File: src/rtl/rf_pkg.sv
// Shared constants and the grant encoding for the register-file FIFO controller.
// The arbitration helper is kept here so the grant rule lives in one place.
package rf_pkg;

    localparam int DW        = 12;
    localparam int AW        = 8;
    localparam int RAW       = 6;
    localparam int CAW       = 2;
    localparam int PF_DEPTH  = 3;
    localparam int RD_LAT    = 2;
    localparam int RAM_WORDS = 1 << AW;
    localparam int PFCW      = $clog2(PF_DEPTH + 1);
    localparam int IFW       = $clog2(RD_LAT + 1);

    typedef enum logic [1:0] {
        GNT_IDLE = 2'd0,
        GNT_WR   = 2'd1,
        GNT_RD   = 2'd2
    } gnt_e;

    // Round-robin bit only matters when both sides want the port (rr=0 favours write).
    function automatic gnt_e arbitrate(input logic wr_req, input logic rd_req, input logic rr);
        if (wr_req && rd_req) begin
            return rr ? GNT_RD : GNT_WR;
        end
        if (wr_req) begin
            return GNT_WR;
        end
        if (rd_req) begin
            return GNT_RD;
        end
        return GNT_IDLE;
    endfunction

endpackage

File: src/rtl/rf_fifo_ctrl_if.sv
// Push and pop valid/ready streams of the FIFO controller.
// slave is the controller side, master is the producer/consumer side.
interface rf_fifo_ctrl_if;
    import rf_pkg::*;

    logic          IN_VALID;
    logic [DW-1:0] IN_DATA;
    logic          IN_READY;
    logic          OUT_VALID;
    logic [DW-1:0] OUT_DATA;
    logic          OUT_READY;

    modport slave (
        input  IN_VALID, IN_DATA, OUT_READY,
        output IN_READY, OUT_VALID, OUT_DATA
    );

    modport master (
        output IN_VALID, IN_DATA, OUT_READY,
        input  IN_READY, OUT_VALID, OUT_DATA
    );

endinterface

File: src/rtl/rf_prefetch_buf.sv
// Small register FIFO that holds words already read from the macro.
// The head entry is presented combinationally; push and pop may coincide.
module rf_prefetch_buf #(
    parameter int DEPTH = 3,
    parameter int W     = 12,
    parameter int CW    = $clog2(DEPTH + 1),
    parameter int PW    = (DEPTH > 1) ? $clog2(DEPTH) : 1
) (
    input  logic          clk,
    input  logic          srst,
    input  logic          push,
    input  logic [W-1:0]  push_data,
    input  logic          pop,
    output logic [W-1:0]  head_data,
    output logic [CW-1:0] count
);

    logic [W-1:0]  mem_q [DEPTH];
    logic [PW-1:0] wr_ptr_q, wr_ptr_d;
    logic [PW-1:0] rd_ptr_q, rd_ptr_d;
    logic [CW-1:0] cnt_q, cnt_d;

    function automatic logic [PW-1:0] ptr_inc(input logic [PW-1:0] ptr);
        return (ptr == PW'(DEPTH - 1)) ? '0 : ptr + 1'b1;
    endfunction

    always_comb begin
        wr_ptr_d = push ? ptr_inc(wr_ptr_q) : wr_ptr_q;
        rd_ptr_d = pop  ? ptr_inc(rd_ptr_q) : rd_ptr_q;
        cnt_d    = cnt_q + CW'(push) - CW'(pop);
    end

    always_ff @(posedge clk) begin
        if (srst) begin
            wr_ptr_q <= '0;
            rd_ptr_q <= '0;
            cnt_q    <= '0;
        end else begin
            wr_ptr_q <= wr_ptr_d;
            rd_ptr_q <= rd_ptr_d;
            cnt_q    <= cnt_d;
        end
    end

    // Entries are cleared on reset so the head reads zero out of reset.
    generate
        for (genvar gi = 0; gi < DEPTH; gi++) begin : g_entry
            always_ff @(posedge clk) begin
                if (srst) begin
                    mem_q[gi] <= '0;
                end else if (push && (wr_ptr_q == PW'(gi))) begin
                    mem_q[gi] <= push_data;
                end
            end
        end
    endgenerate

    assign head_data = mem_q[rd_ptr_q];
    assign count     = cnt_q;

endmodule

File: src/rtl/rf_fifo_ctrl.sv
// FIFO controller sharing the single port of a 256x12 register-file macro between a push
// stream and a pop stream; a prefetch buffer covers the two-cycle macro read latency.
module rf_fifo_ctrl
    import rf_pkg::*;
(
    input  logic            CLK,
    input  logic            RST,
    rf_fifo_ctrl_if.slave   fifo,
    output logic            NCE,
    output logic            NWRT,
    output logic [RAW-1:0]  RA,
    output logic [CAW-1:0]  CA,
    output logic [DW-1:0]   DIN,
    input  logic [DW-1:0]   DO,
    output logic [AW:0]     COUNT,
    output logic            FULL,
    output logic            EMPTY
);

    localparam int          OCW          = PFCW + 2;
    localparam logic [AW:0] RAM_FULL_CNT = (AW + 1)'(RAM_WORDS);

    logic [AW-1:0]     wp_q, wp_d;
    logic [AW-1:0]     rp_q, rp_d;
    logic [AW:0]       ram_cnt_q, ram_cnt_d;
    logic [IFW-1:0]    inflight_q, inflight_d;
    logic [RD_LAT-1:0] tag_q, tag_d;
    logic              rr_q, rr_d;
    logic              nce_q, nce_d;
    logic              nwrt_q, nwrt_d;
    logic [AW-1:0]     addr_q, addr_d;
    logic [DW-1:0]     din_q, din_d;

    logic [PFCW-1:0]   pf_cnt;
    logic [DW-1:0]     pf_head;
    logic [OCW-1:0]    occ;
    logic              out_valid, pop, capture;
    logic              ram_full, wr_req, rd_req, wr_gnt, rd_gnt;
    gnt_e              gnt;

    assign out_valid = (pf_cnt != '0);
    assign pop       = out_valid && fifo.OUT_READY;
    assign capture   = tag_q[RD_LAT-1];
    assign ram_full  = (ram_cnt_q == RAM_FULL_CNT);
    // Slots already promised to the buffer (held + in flight), net of this cycle's pop.
    assign occ       = OCW'(pf_cnt) + OCW'(inflight_q) - OCW'(pop);
    assign wr_req    = fifo.IN_VALID && !ram_full;
    assign rd_req    = (ram_cnt_q != '0) && (occ < OCW'(PF_DEPTH));
    assign gnt       = arbitrate(wr_req, rd_req, rr_q);
    assign wr_gnt    = (gnt == GNT_WR);
    assign rd_gnt    = (gnt == GNT_RD);

    always_comb begin
        wp_d       = wr_gnt ? wp_q + 1'b1 : wp_q;
        rp_d       = rd_gnt ? rp_q + 1'b1 : rp_q;
        ram_cnt_d  = ram_cnt_q + (AW + 1)'(wr_gnt) - (AW + 1)'(rd_gnt);
        inflight_d = inflight_q + IFW'(rd_gnt) - IFW'(capture);
        tag_d      = {tag_q[RD_LAT-2:0], rd_gnt};
        rr_d       = (wr_req && rd_req) ? ~rr_q : rr_q;
        nce_d      = (gnt == GNT_IDLE);
        nwrt_d     = !wr_gnt;
        addr_d     = addr_q;
        din_d      = din_q;
        if (wr_gnt) begin
            addr_d = wp_q;
            din_d  = fifo.IN_DATA;
        end else if (rd_gnt) begin
            addr_d = rp_q;
        end
    end

    always_ff @(posedge CLK) begin
        if (RST) begin
            wp_q       <= '0;
            rp_q       <= '0;
            ram_cnt_q  <= '0;
            inflight_q <= '0;
            tag_q      <= '0;
            rr_q       <= 1'b0;
            nce_q      <= 1'b1;
            nwrt_q     <= 1'b1;
            addr_q     <= '0;
            din_q      <= '0;
        end else begin
            wp_q       <= wp_d;
            rp_q       <= rp_d;
            ram_cnt_q  <= ram_cnt_d;
            inflight_q <= inflight_d;
            tag_q      <= tag_d;
            rr_q       <= rr_d;
            nce_q      <= nce_d;
            nwrt_q     <= nwrt_d;
            addr_q     <= addr_d;
            din_q      <= din_d;
        end
    end

    rf_prefetch_buf #(
        .DEPTH (PF_DEPTH),
        .W     (DW)
    ) u_pf (
        .clk       (CLK),
        .srst      (RST),
        .push      (capture),
        .push_data (DO),
        .pop       (pop),
        .head_data (pf_head),
        .count     (pf_cnt)
    );

    assign fifo.IN_READY  = !RST && !ram_full && !(rd_req && rr_q);
    assign fifo.OUT_VALID = out_valid;
    assign fifo.OUT_DATA  = pf_head;

    assign NCE   = nce_q;
    assign NWRT  = nwrt_q;
    assign RA    = addr_q[AW-1:CAW];
    assign CA    = addr_q[CAW-1:0];
    assign DIN   = din_q;
    assign COUNT = ram_cnt_q + (AW + 1)'(inflight_q) + (AW + 1)'(pf_cnt);
    assign FULL  = ram_full;
    assign EMPTY = (COUNT == '0);

endmodule

File: src/flat_wrapper.sv
// flat-port wrapper written by rule: the top's interface ports become plain ports
module rf_fifo_ctrl_flat import rf_pkg::*;
  (CLK, RST, NCE, NWRT, RA, CA, DIN, DO, COUNT, FULL, EMPTY, fifo_IN_VALID, fifo_IN_DATA, fifo_OUT_READY, fifo_IN_READY, fifo_OUT_VALID, fifo_OUT_DATA);
  rf_fifo_ctrl_if fifo_i ();
  input  logic CLK;
  input  logic RST;
  output logic NCE;
  output logic NWRT;
  output logic [RAW-1:0] RA;
  output logic [CAW-1:0] CA;
  output logic [DW-1:0] DIN;
  input  logic [DW-1:0] DO;
  output logic [AW:0] COUNT;
  output logic FULL;
  output logic EMPTY;
  input wire logic [$bits(fifo_i.IN_VALID)-1:0] fifo_IN_VALID;
  input wire logic [$bits(fifo_i.IN_DATA)-1:0] fifo_IN_DATA;
  input wire logic [$bits(fifo_i.OUT_READY)-1:0] fifo_OUT_READY;
  output wire logic [$bits(fifo_i.IN_READY)-1:0] fifo_IN_READY;
  output wire logic [$bits(fifo_i.OUT_VALID)-1:0] fifo_OUT_VALID;
  output wire logic [$bits(fifo_i.OUT_DATA)-1:0] fifo_OUT_DATA;
  assign fifo_i.IN_VALID = fifo_IN_VALID;
  assign fifo_i.IN_DATA = fifo_IN_DATA;
  assign fifo_i.OUT_READY = fifo_OUT_READY;
  assign fifo_IN_READY = fifo_i.IN_READY;
  assign fifo_OUT_VALID = fifo_i.OUT_VALID;
  assign fifo_OUT_DATA = fifo_i.OUT_DATA;
  rf_fifo_ctrl u_core (.CLK(CLK), .RST(RST), .fifo(fifo_i), .NCE(NCE), .NWRT(NWRT), .RA(RA), .CA(CA), .DIN(DIN), .DO(DO), .COUNT(COUNT), .FULL(FULL), .EMPTY(EMPTY));
endmodule
File: config.mk
export PLATFORM = sky130hd
export DESIGN_NAME = rf_fifo_ctrl_flat
export DESIGN_NICKNAME = d
export VERILOG_FILES = /design/src/rtl/rf_pkg.sv /design/src/rtl/rf_fifo_ctrl_if.sv /design/src/rtl/rf_prefetch_buf.sv /design/src/rtl/rf_fifo_ctrl.sv /design/src/flat_wrapper.sv
export SDC_FILE = /design/constraint.sdc
export NUM_CORES = 1
export LEC_CHECK = 0
export BUFFER_PORTS_ARGS = -buffer_cell sky130_fd_sc_hd__buf_2
export CAP_MARGIN = 20
export CORE_MARGIN = 2
export CORE_UTILIZATION = 61
export DETAILED_ROUTE_END_ITERATION = 10
export GPL_ROUTABILITY_DRIVEN = 0
export PLACE_DENSITY_LB_ADDON = 0.12
export SYNTH_ARGS = -nofsm -noshare
export SYNTH_HDL_FRONTEND = slang
export SYNTH_SLANG_ARGS = --single-unit
File: constraint.sdc
create_clock -name CLK -period 11.7 [get_ports CLK]
set_input_delay 1.17 -clock CLK [delete_from_list [all_inputs] [get_ports CLK]]
set_output_delay 1.17 -clock CLK [all_outputs]
set_load 0.02 [all_outputs]
==> reports/qor.yml, run 1 <==
ctsHoldBuffers: 0
ys_warn_count: 0
n_antenna_cell: 0
max-slew-margin-rel_pct: 52.1
p_seq_share_pct: 35.6
row_count: 32
cts_tree: "yes"
fmax_mhz: 214
viasPerCell: 5.29
numCtsBuffers: 9
worst_slew_pin_slew_ps: 716
coreArea_mm2: 0.00765
rsz0062_at_grt: "false"
grt_pass1_wl_mm: 14.5
start_util_pct: 62.5
cts_resized: 0
ioPinCount: 75
dr.pass1.iters: 4
syn_avg_cell_area_um2: 10.1
grt_pass1_vias: 3172
synthCells: 472
critPathRequiredTime_ps: 11960
synth_top_area_share_pct: 25.1
die_w_um: 92.5
worstSetupEndpointType: "register"
holdPathEnd: "u_core.tag_q[1]"
wl_per_cell_um: 13.4
internal_power_uw: 763
yosys.area.top_type: "dfxtp_1"
synth-seq-area-share_pct: 47.8
drtAntennaViolNets: 0
drc: 0
r2r_end: "u_core.ram_cnt_q[8]"
powerDensity_mw_per_mm2: 238
tns_ps: 0
syn_nets: 534
postCtsSetupBuffers: 0
final_common_cell: "buf_2"
ys_seq_elements: 96
power_switching_uw: 522
period_needed_ps: 4670
port-buffer-count: 74
overflow: 0
fp.dieArea_mm2: 0.00856
drt-total-wl_mm: 8.66
p_sw_share_pct: 40.6
final-setup-viol-count: 0
p_clk_share_pct: 17.5
finalCritPeriodShare_pct: 39.9
die_h_um: 92.5
globalRouteTotalUtil_pct: 21.4
areaGrowthSynthToFinish_pct: 13.0
path_class: "input pin to register"
grt_max_degree: 74
min_from: "u_core.tag_q[0]"
maxCapViolations: 0
drive_gt1_share_pct: 18.2
post-place-ws_ps: 6670
fin_nets: 601
reg2reg_depth: 17
worst_slack_ps: 7030
clkTransAtPathRegs_ps: 90
fin_worst_skew_ps: 11.6
drt_iter0_markers: 133
dp_hpwl_mm: 6.10
status: "finished, final reports clean"
hold_depth: 1
clock_path_buffers: 2
rr_startpoint: "u_core.u_pf.count[0]"
rrSetupSlack_ps: 7260
hp-class: "register to register"
cts_sinks: 96
route.vias.total: 3420
start_kind: "input pin"
ir_worst_vdd_v: 0.000166
synthTopCellsByArea: "dfxtp_1, edfxtp_1, ha_1, mux2i_1, and2_1"
hold_violations: 0
layout_common_cells: "buf_2, nor2_1, dfxtp_1"
synth_cell_types: 45
drv_slew: 0
insertion_delay_ps: 360
combPwrFrac_pct: 46.9
antenna_found_initial: 0
power.leakage_nw: 2.32
cts-root-buf: "clkbuf_8"
crit_fanout: 5
syn-cell-area_mm2: 0.00478
cp_data_arrival_time_ps: 4930
cts-htree-levels: 3
## power groups by stage
stage	combinational, mW	clock (mW)	sequential (mW)
final	0.602	0.225	0.457
after detailed placement	0.602	0	0.466
after floorplan	0.457	0	0.468
after CTS	0.608	0.229	0.458
after global placement	0.583	0	0.464
after global routing	0.671	0.240	0.466
## stage by stage
stage	hold WS, ps	instance area [um2]	power, mW	util, %	cells
global placement	420	5190	1.05	67.9	630
global route	461	5400	1.38	70.6	646
CTS	453	5400	1.30	70.6	646
floorplan	414	4780	0.925	-	472
detailed placement	430	5190	1.07	67.9	630
finish	446	5400	1.29	70.6	646
## flip-flops by register name, indices dropped and copies added (netlist names), named ones only
signal	flops
u_core.rr_q	1
u_core.u_pf.rd_ptr_q	2
u_core.u_pf.count	2
u_core.inflight_q	2
u_core.u_pf.mem_q	36
u_core.ram_cnt_q	9
u_core.DIN	12
u_core.tag_q	2
u_core.u_pf.wr_ptr_q	2
u_core.NWRT	1
u_core.rp_q	8
u_core.addr_q	8
u_core.NCE	1
u_core.wp_q	8
## cell type report
class / count / area, um2
Inverter: 21 / 78.8
Tap cell: 102 / 128
Timing Repair Buffer: 76 / 385
Fill cell: 600 / 2250
Clock buffer: 9 / 124
Multi-Input combinational cell: 335 / 2320
Sequential cell: 96 / 2280
Clock inverter: 7 / 86.3
## layer usage
| layer | track usage (%) | up-vias | routed length [um] |
|---|---|---|---|
| met5 | 0 | - | 0 |
| met4 | 7.84 | 0 | 97 |
| met3 | 3.66 | 10 | 313 |
| met2 | 37.7 | 67 | 4430 |
| met1 | 26.4 | 1596 | 3820 |
| li1 | - | 1747 | - |
## critical path: stages
cell and delay, ps:
buf_2 100, o21ai_0 180, inv_1 130, ha_1 230, ha_1 190, and2_1 160, a21oi_1 300, nor3_1 140
or3_1 420, ha_1 250, xor2_1 170, ha_1 230, inv_1 70, fa_1 440, nor2b_4 150, o311a_1 220
o22ai_1 110, mux2_2 270
## cell families after synthesis
| kind of cell | share of synthesized area, % |
|---|---|
| AND/OR/NAND/NOR | 20.2 |
| XOR/XNOR | 4.40 |
| flip-flops | 47.8 |
| multiplexers | 7.80 |
| adder cells (fa/ha/maj) | 9.69 |
| buffers and inverters | 3.77 |
| AO/OA/AOI/OAI | 6.34 |
## cells in the mapped netlist
library cell,number
clkbuf_1,13
nand3_1,3
nand3b_1,2
mux2i_1,35
or2_2,2
o31ai_1,1
nor2b_1,8
o21bai_1,1
nand2b_1,9
o22ai_1,2
nor3b_1,2
nand2_1,26
nand4_1,7
or4_1,3
a32oi_1,1
o21ai_0,20
buf_2,5
nor3b_2,1
xnor2_1,12
a21o_1,2
ha_1,29
mux2_2,1
nor2b_4,1
nor4_1,2
and2_1,37
edfxtp_1,36
o31a_2,1
nor3_1,11
nor2_1,60
a311oi_1,1
fa_1,5
clkbuf_8,2
nor4b_1,1
xor2_1,12
a211oi_1,2
nand4b_1,1
and2b_2,1
dfxtp_1,60
mux2_1,1
a21oi_1,20
inv_1,21
o311a_1,1
o211ai_1,1
or3_1,9
and3_1,1
## worst max path at each step
stage	startpoint	endpoint	slack (ps)	cells after the start
4_1_cts	fifo_OUT_READY	u_core.ram_cnt_q[8]	7050	18
2_1_floorplan	fifo_OUT_READY	u_core.ram_cnt_q[6]	7150	17
3_3_place_gp	fifo_OUT_READY	u_core.ram_cnt_q[8]	6830	18
6_report	fifo_OUT_READY	u_core.ram_cnt_q[8]	7030	18
3_5_place_dp	fifo_OUT_READY	u_core.ram_cnt_q[8]	6670	18
5_1_grt	fifo_OUT_READY	u_core.ram_cnt_q[8]	6660	18
(Power assumes the default switching activity.)
==> run 2, diff against run 1 <==
ABC_AREA = 1   (was not set)
CORE_UTILIZATION = 51   (was 61)
clock period = 4.15 ns   (was 11.7 ns; I/O delays follow)
==> reports/qor.yml, run 2 <==
place_area_mm2: 0.00517  # was 0.00519 mm2
clkTransAtPathRegs_ps: 100  # was 90 ps
use_met1_pct: 25.5  # was 26.4%
ctsHoldBuffers: 0  # unchanged
min_from: "fifo_IN_DATA[6]"  # was u_core.tag_q[0]
dr.pass1.iters: 4  # unchanged
row_count: 35  # was 32
ioPinCount: 75  # unchanged
synth_edf_count: 36  # unchanged
worstSetupEndpointType: "register"  # unchanged
critPathMaxStageDelay_ps: 550  # was 440 ps
met3_usage_pct: 3.61  # was 3.66%
power.leakage_nw: 2.57  # was 2.32 nW
tns_ps: 0  # unchanged
n_antenna_cell: 0  # unchanged
p_sw_share_pct: 46.8  # was 40.6%
start_kind: "register"  # was input pin
ir_worst_vdd_v: 0.000441  # was 0.000166 V
drive_gt1_share_pct: 18.8  # was 18.2%
worst_slew_pin_slew_ps: 711  # was 716 ps
worst-path-buf-inv: 3  # unchanged
p_clk_share_pct: 14.6  # was 17.5%
path_class: "register to register"  # was input pin to register
rrSetupSlack_ps: 430  # was 7260 ps
grt_pass1_wl_mm: 16.4  # was 14.5 mm
synthArstFlopShare_pct: 0  # unchanged
crit_fanout: 4  # was 5
final_common_cell: "nor2_1"  # was buf_2
synthCells: 568  # was 472
slowest_stage: "fa_1"  # unchanged
drtAntennaViolNets: 0  # unchanged
fp.dieArea_mm2: 0.0101  # was 0.00856 mm2
path_delay_family: "adder cells"  # unchanged
path_depth: 21  # was 18
cts-htree-levels: 3  # unchanged
synth_top_area_share_pct: 25.3  # was 25.1%
clock_path_buffers: 2  # unchanged
cts_sinks: 96  # unchanged
powerDensity_mw_per_mm2: 755  # was 238 mW/mm2
r2r_end: "u_core.ram_cnt_q[8]"  # unchanged
fmax_mhz: 269
period_needed_ps: 3720
cts-root-buf: "clkbuf_8"  # unchanged
fill_cells: 853  # was 600
cts_tree: "yes"  # unchanged
max-slew-margin-rel_pct: 52.5  # was 52.1%
die_h_um: 100  # was 92.5 um
insertion_delay_ps: 370  # was 360 ps
numCtsBuffers: 9  # unchanged
globalRouteTotalUtil_pct: 20.3  # was 21.4%
syn-cell-area_mm2: 0.00475  # was 0.00478 mm2
layout_common_cells: "nor2_1, buf_2, nand2_1"  # was buf_2, nor2_1, dfxtp_1
largest_reg_flops: 36  # unchanged
critPathRequiredTime_ps: 4420  # was 11,960 ps
met2_usage_pct: 34.5  # was 37.7%
regMostFlops: "u_core.u_pf.mem_q"  # unchanged
crit_chain: "ha_1 -> fa_1 -> inv_2 -> ha_1 -> nor2_1 -> nor2_1 -> nand2_1 -> nor2_1 -> nand2_1 -> nand2_1 -> ha_1 -> xor2_1 -> ha_1 -> inv_1 -> fa_1 -> inv_1 -> nand3_1 -> nand2_1 -> nand3_1 -> a21oi_1 -> nor2_1"  # was buf_2 -> o21ai_0 -> inv_1 -> ha_1 -> ha_1 -> and2_1 -> a21oi_1 -> nor3_1 -> or3_1 -> ha_1 -> xor2_1 -> ha_1 -> inv_1 -> fa_1 -> nor2b_4 -> o311a_1 -> o22ai_1 -> mux2_2
synth_cell_types: 37  # was 45
synth-seq-area-share_pct: 48.1  # was 47.8%
finalCritPeriodShare_pct: 89.5
status: "finished, final reports clean"  # unchanged
drt_iter0_markers: 118  # was 133
fin_nets: 697  # was 601
die_w_um: 100  # was 92.5 um
maxCapViolations: 0  # unchanged
drt-total-wl_mm: 9.68  # was 8.66 mm
worst_slack_ps: 434  # was 7030 ps
power_switching_mw: 1.89  # was 522 uW
grt_pass1_vias: 3766  # was 3,172
cp_data_arrival_time_ps: 3990  # was 4930 ps
postCtsSetupBuffers: 0  # unchanged
holdPathEnd: "u_core.DIN[6]"  # was u_core.tag_q[1]
rr_startpoint: "u_core.u_pf.count[0]"  # unchanged
viasPerCell: 5.05  # was 5.29
wl_per_cell_um: 12.9  # was 13.4 um
rsz0062_at_grt: "false"  # unchanged
combPwrFrac_pct: 51.2  # was 46.9%
syn_avg_cell_area_um2: 8.36  # was 10.1 um2
final-setup-viol-count: 0  # unchanged
ys_warn_count: 0  # unchanged
hold_depth: 3  # was 1
netlist_top_cells_count: "nor2_1, nand2_1, inv_1, dfxtp_1, a21oi_1"  # was dfxtp_1, nor2_1, and2_1, edfxtp_1, mux2i_1
port-buffer-count: 74  # unchanged
fin_worst_skew_ps: 13.8  # was 11.6 ps
synthFlopType: "dfxtp_1"  # unchanged
yosys.area.top_type: "dfxtp_1"  # unchanged
drv_slew: 0  # unchanged
grt_max_degree: 47  # was 74
areaGrowthSynthToFinish_pct: 12.8  # was 13.0%
p_seq_share_pct: 34.2  # was 35.6%
synthTopCellsByArea: "dfxtp_1, edfxtp_1, nor2_1, ha_1, nand2_1"  # was dfxtp_1, edfxtp_1, ha_1, mux2i_1, and2_1
drc: 0  # unchanged
coreArea_mm2: 0.00915  # was 0.00765 mm2
route.vias.total: 3789  # was 3,420
final_area_mm2: 0.00535  # was 0.00540 mm2
syn_nets: 630  # was 534
synth_most_common_cell: "nor2_1"
start_util_pct: 51.9  # was 62.5%
overflow: 0  # unchanged
fin_util_pct: 58.5  # was 70.6%
reg2reg_depth: 21  # was 17
dp_hpwl_mm: 6.85  # was 6.10 mm
post-place-ws_ps: 428  # was 6670 ps
grt_most_used_layer: "met2"  # unchanged
antenna_found_initial: 0  # unchanged
hold_violations: 0  # unchanged
ys_seq_elements: 96  # unchanged
hp-class: "input pin to register"  # was register to register
internal_power_mw: 2.15  # was 763 uW
cts_resized: 0  # unchanged
run 2: changes by cell type in the layout (fill, tap and decap cells not counted), moves of 14 or more:
cell	previous run	this run
a21oi_1	20	53
and2_1	37	0
inv_1	21	71
mux2i_1	35	0
nand2_1	26	73
nand3_1	3	17
nor2_1	60	110
run 2: worst register-to-register path: cells and delay by family, from the launching register on:
kind	cells	cell delay (ps)
adder cells (fa/ha/maj)	6	1800
AND/OR/NAND/NOR	10	970
flip-flops	1	350
buffers and inverters	3	200
XOR/XNOR	1	160
AO/OA/AOI/OAI	1	150
run 2: kinds of logic (layout without fill, tap and decap cells):
logic type / count (synthesis) / after routing / share of synthesized area [%]
simple gates: 237 / 237 / 21.9
buf+inv: 97 / 169 / 8.25
compound gates: 96 / 96 / 10.6
flops: 96 / 96 / 48.1
fa+ha+maj: 34 / 34 / 9.75
xor+xnor: 8 / 8 / 1.48
run 2: final cells by class:
cell class | count | area (um2) | share of cell area (%)
inverter | 77 | 289 | 5.40
multi-input combinational | 375 | 2070 | 38.7
clock inverter | 7 | 61.3 | 1.15
tap | 111 | 139 | 2.59
timing repair buffer | 76 | 385 | 7.20
sequential | 96 | 2280 | 42.6
clock buffer | 9 | 124 | 2.31
run 2: power groups by stage:
stage / clock (mW) / combinational (mW) / sequential [mW]
global route: 0.637 / 2.37 / 1.42
floorplan: 0 / 1.48 / 1.46
finish: 0.590 / 2.07 / 1.38
CTS: 0.606 / 2.10 / 1.38
global placement: 0 / 2.03 / 1.39
detailed placement: 0 / 2.09 / 1.40
run 2: routing by layer:
layer,up-vias,routed length (um)
met1,1718,4380
li1,1959,-
met2,96,4630
met3,16,480
met5,-,0
met4,0,183
run 2: per-stage QoR:
step / power (mW) / std cells / hold slack [ps]
after floorplan: 2.94 / 568 / 388
after global placement: 3.42 / 735 / 396
after detailed placement: 3.49 / 735 / 403
after CTS: 4.09 / 751 / 254
after global routing: 4.42 / 751 / 272
final: 4.04 / 751 / 265
run 2: how the worst max path moves through the flow:
| stage | from | end |
|---|---|---|
| after floorplan | u_core.u_pf.count[0] | u_core.ram_cnt_q[8] |
| after global placement | u_core.u_pf.count[0] | u_core.ram_cnt_q[8] |
| after detailed placement | u_core.u_pf.count[0] | u_core.ram_cnt_q[8] |
| after CTS | u_core.u_pf.count[0] | u_core.ram_cnt_q[8] |
| after global routing | u_core.u_pf.count[0] | u_core.ram_cnt_q[5] |
| final | u_core.u_pf.count[0] | u_core.ram_cnt_q[8] |
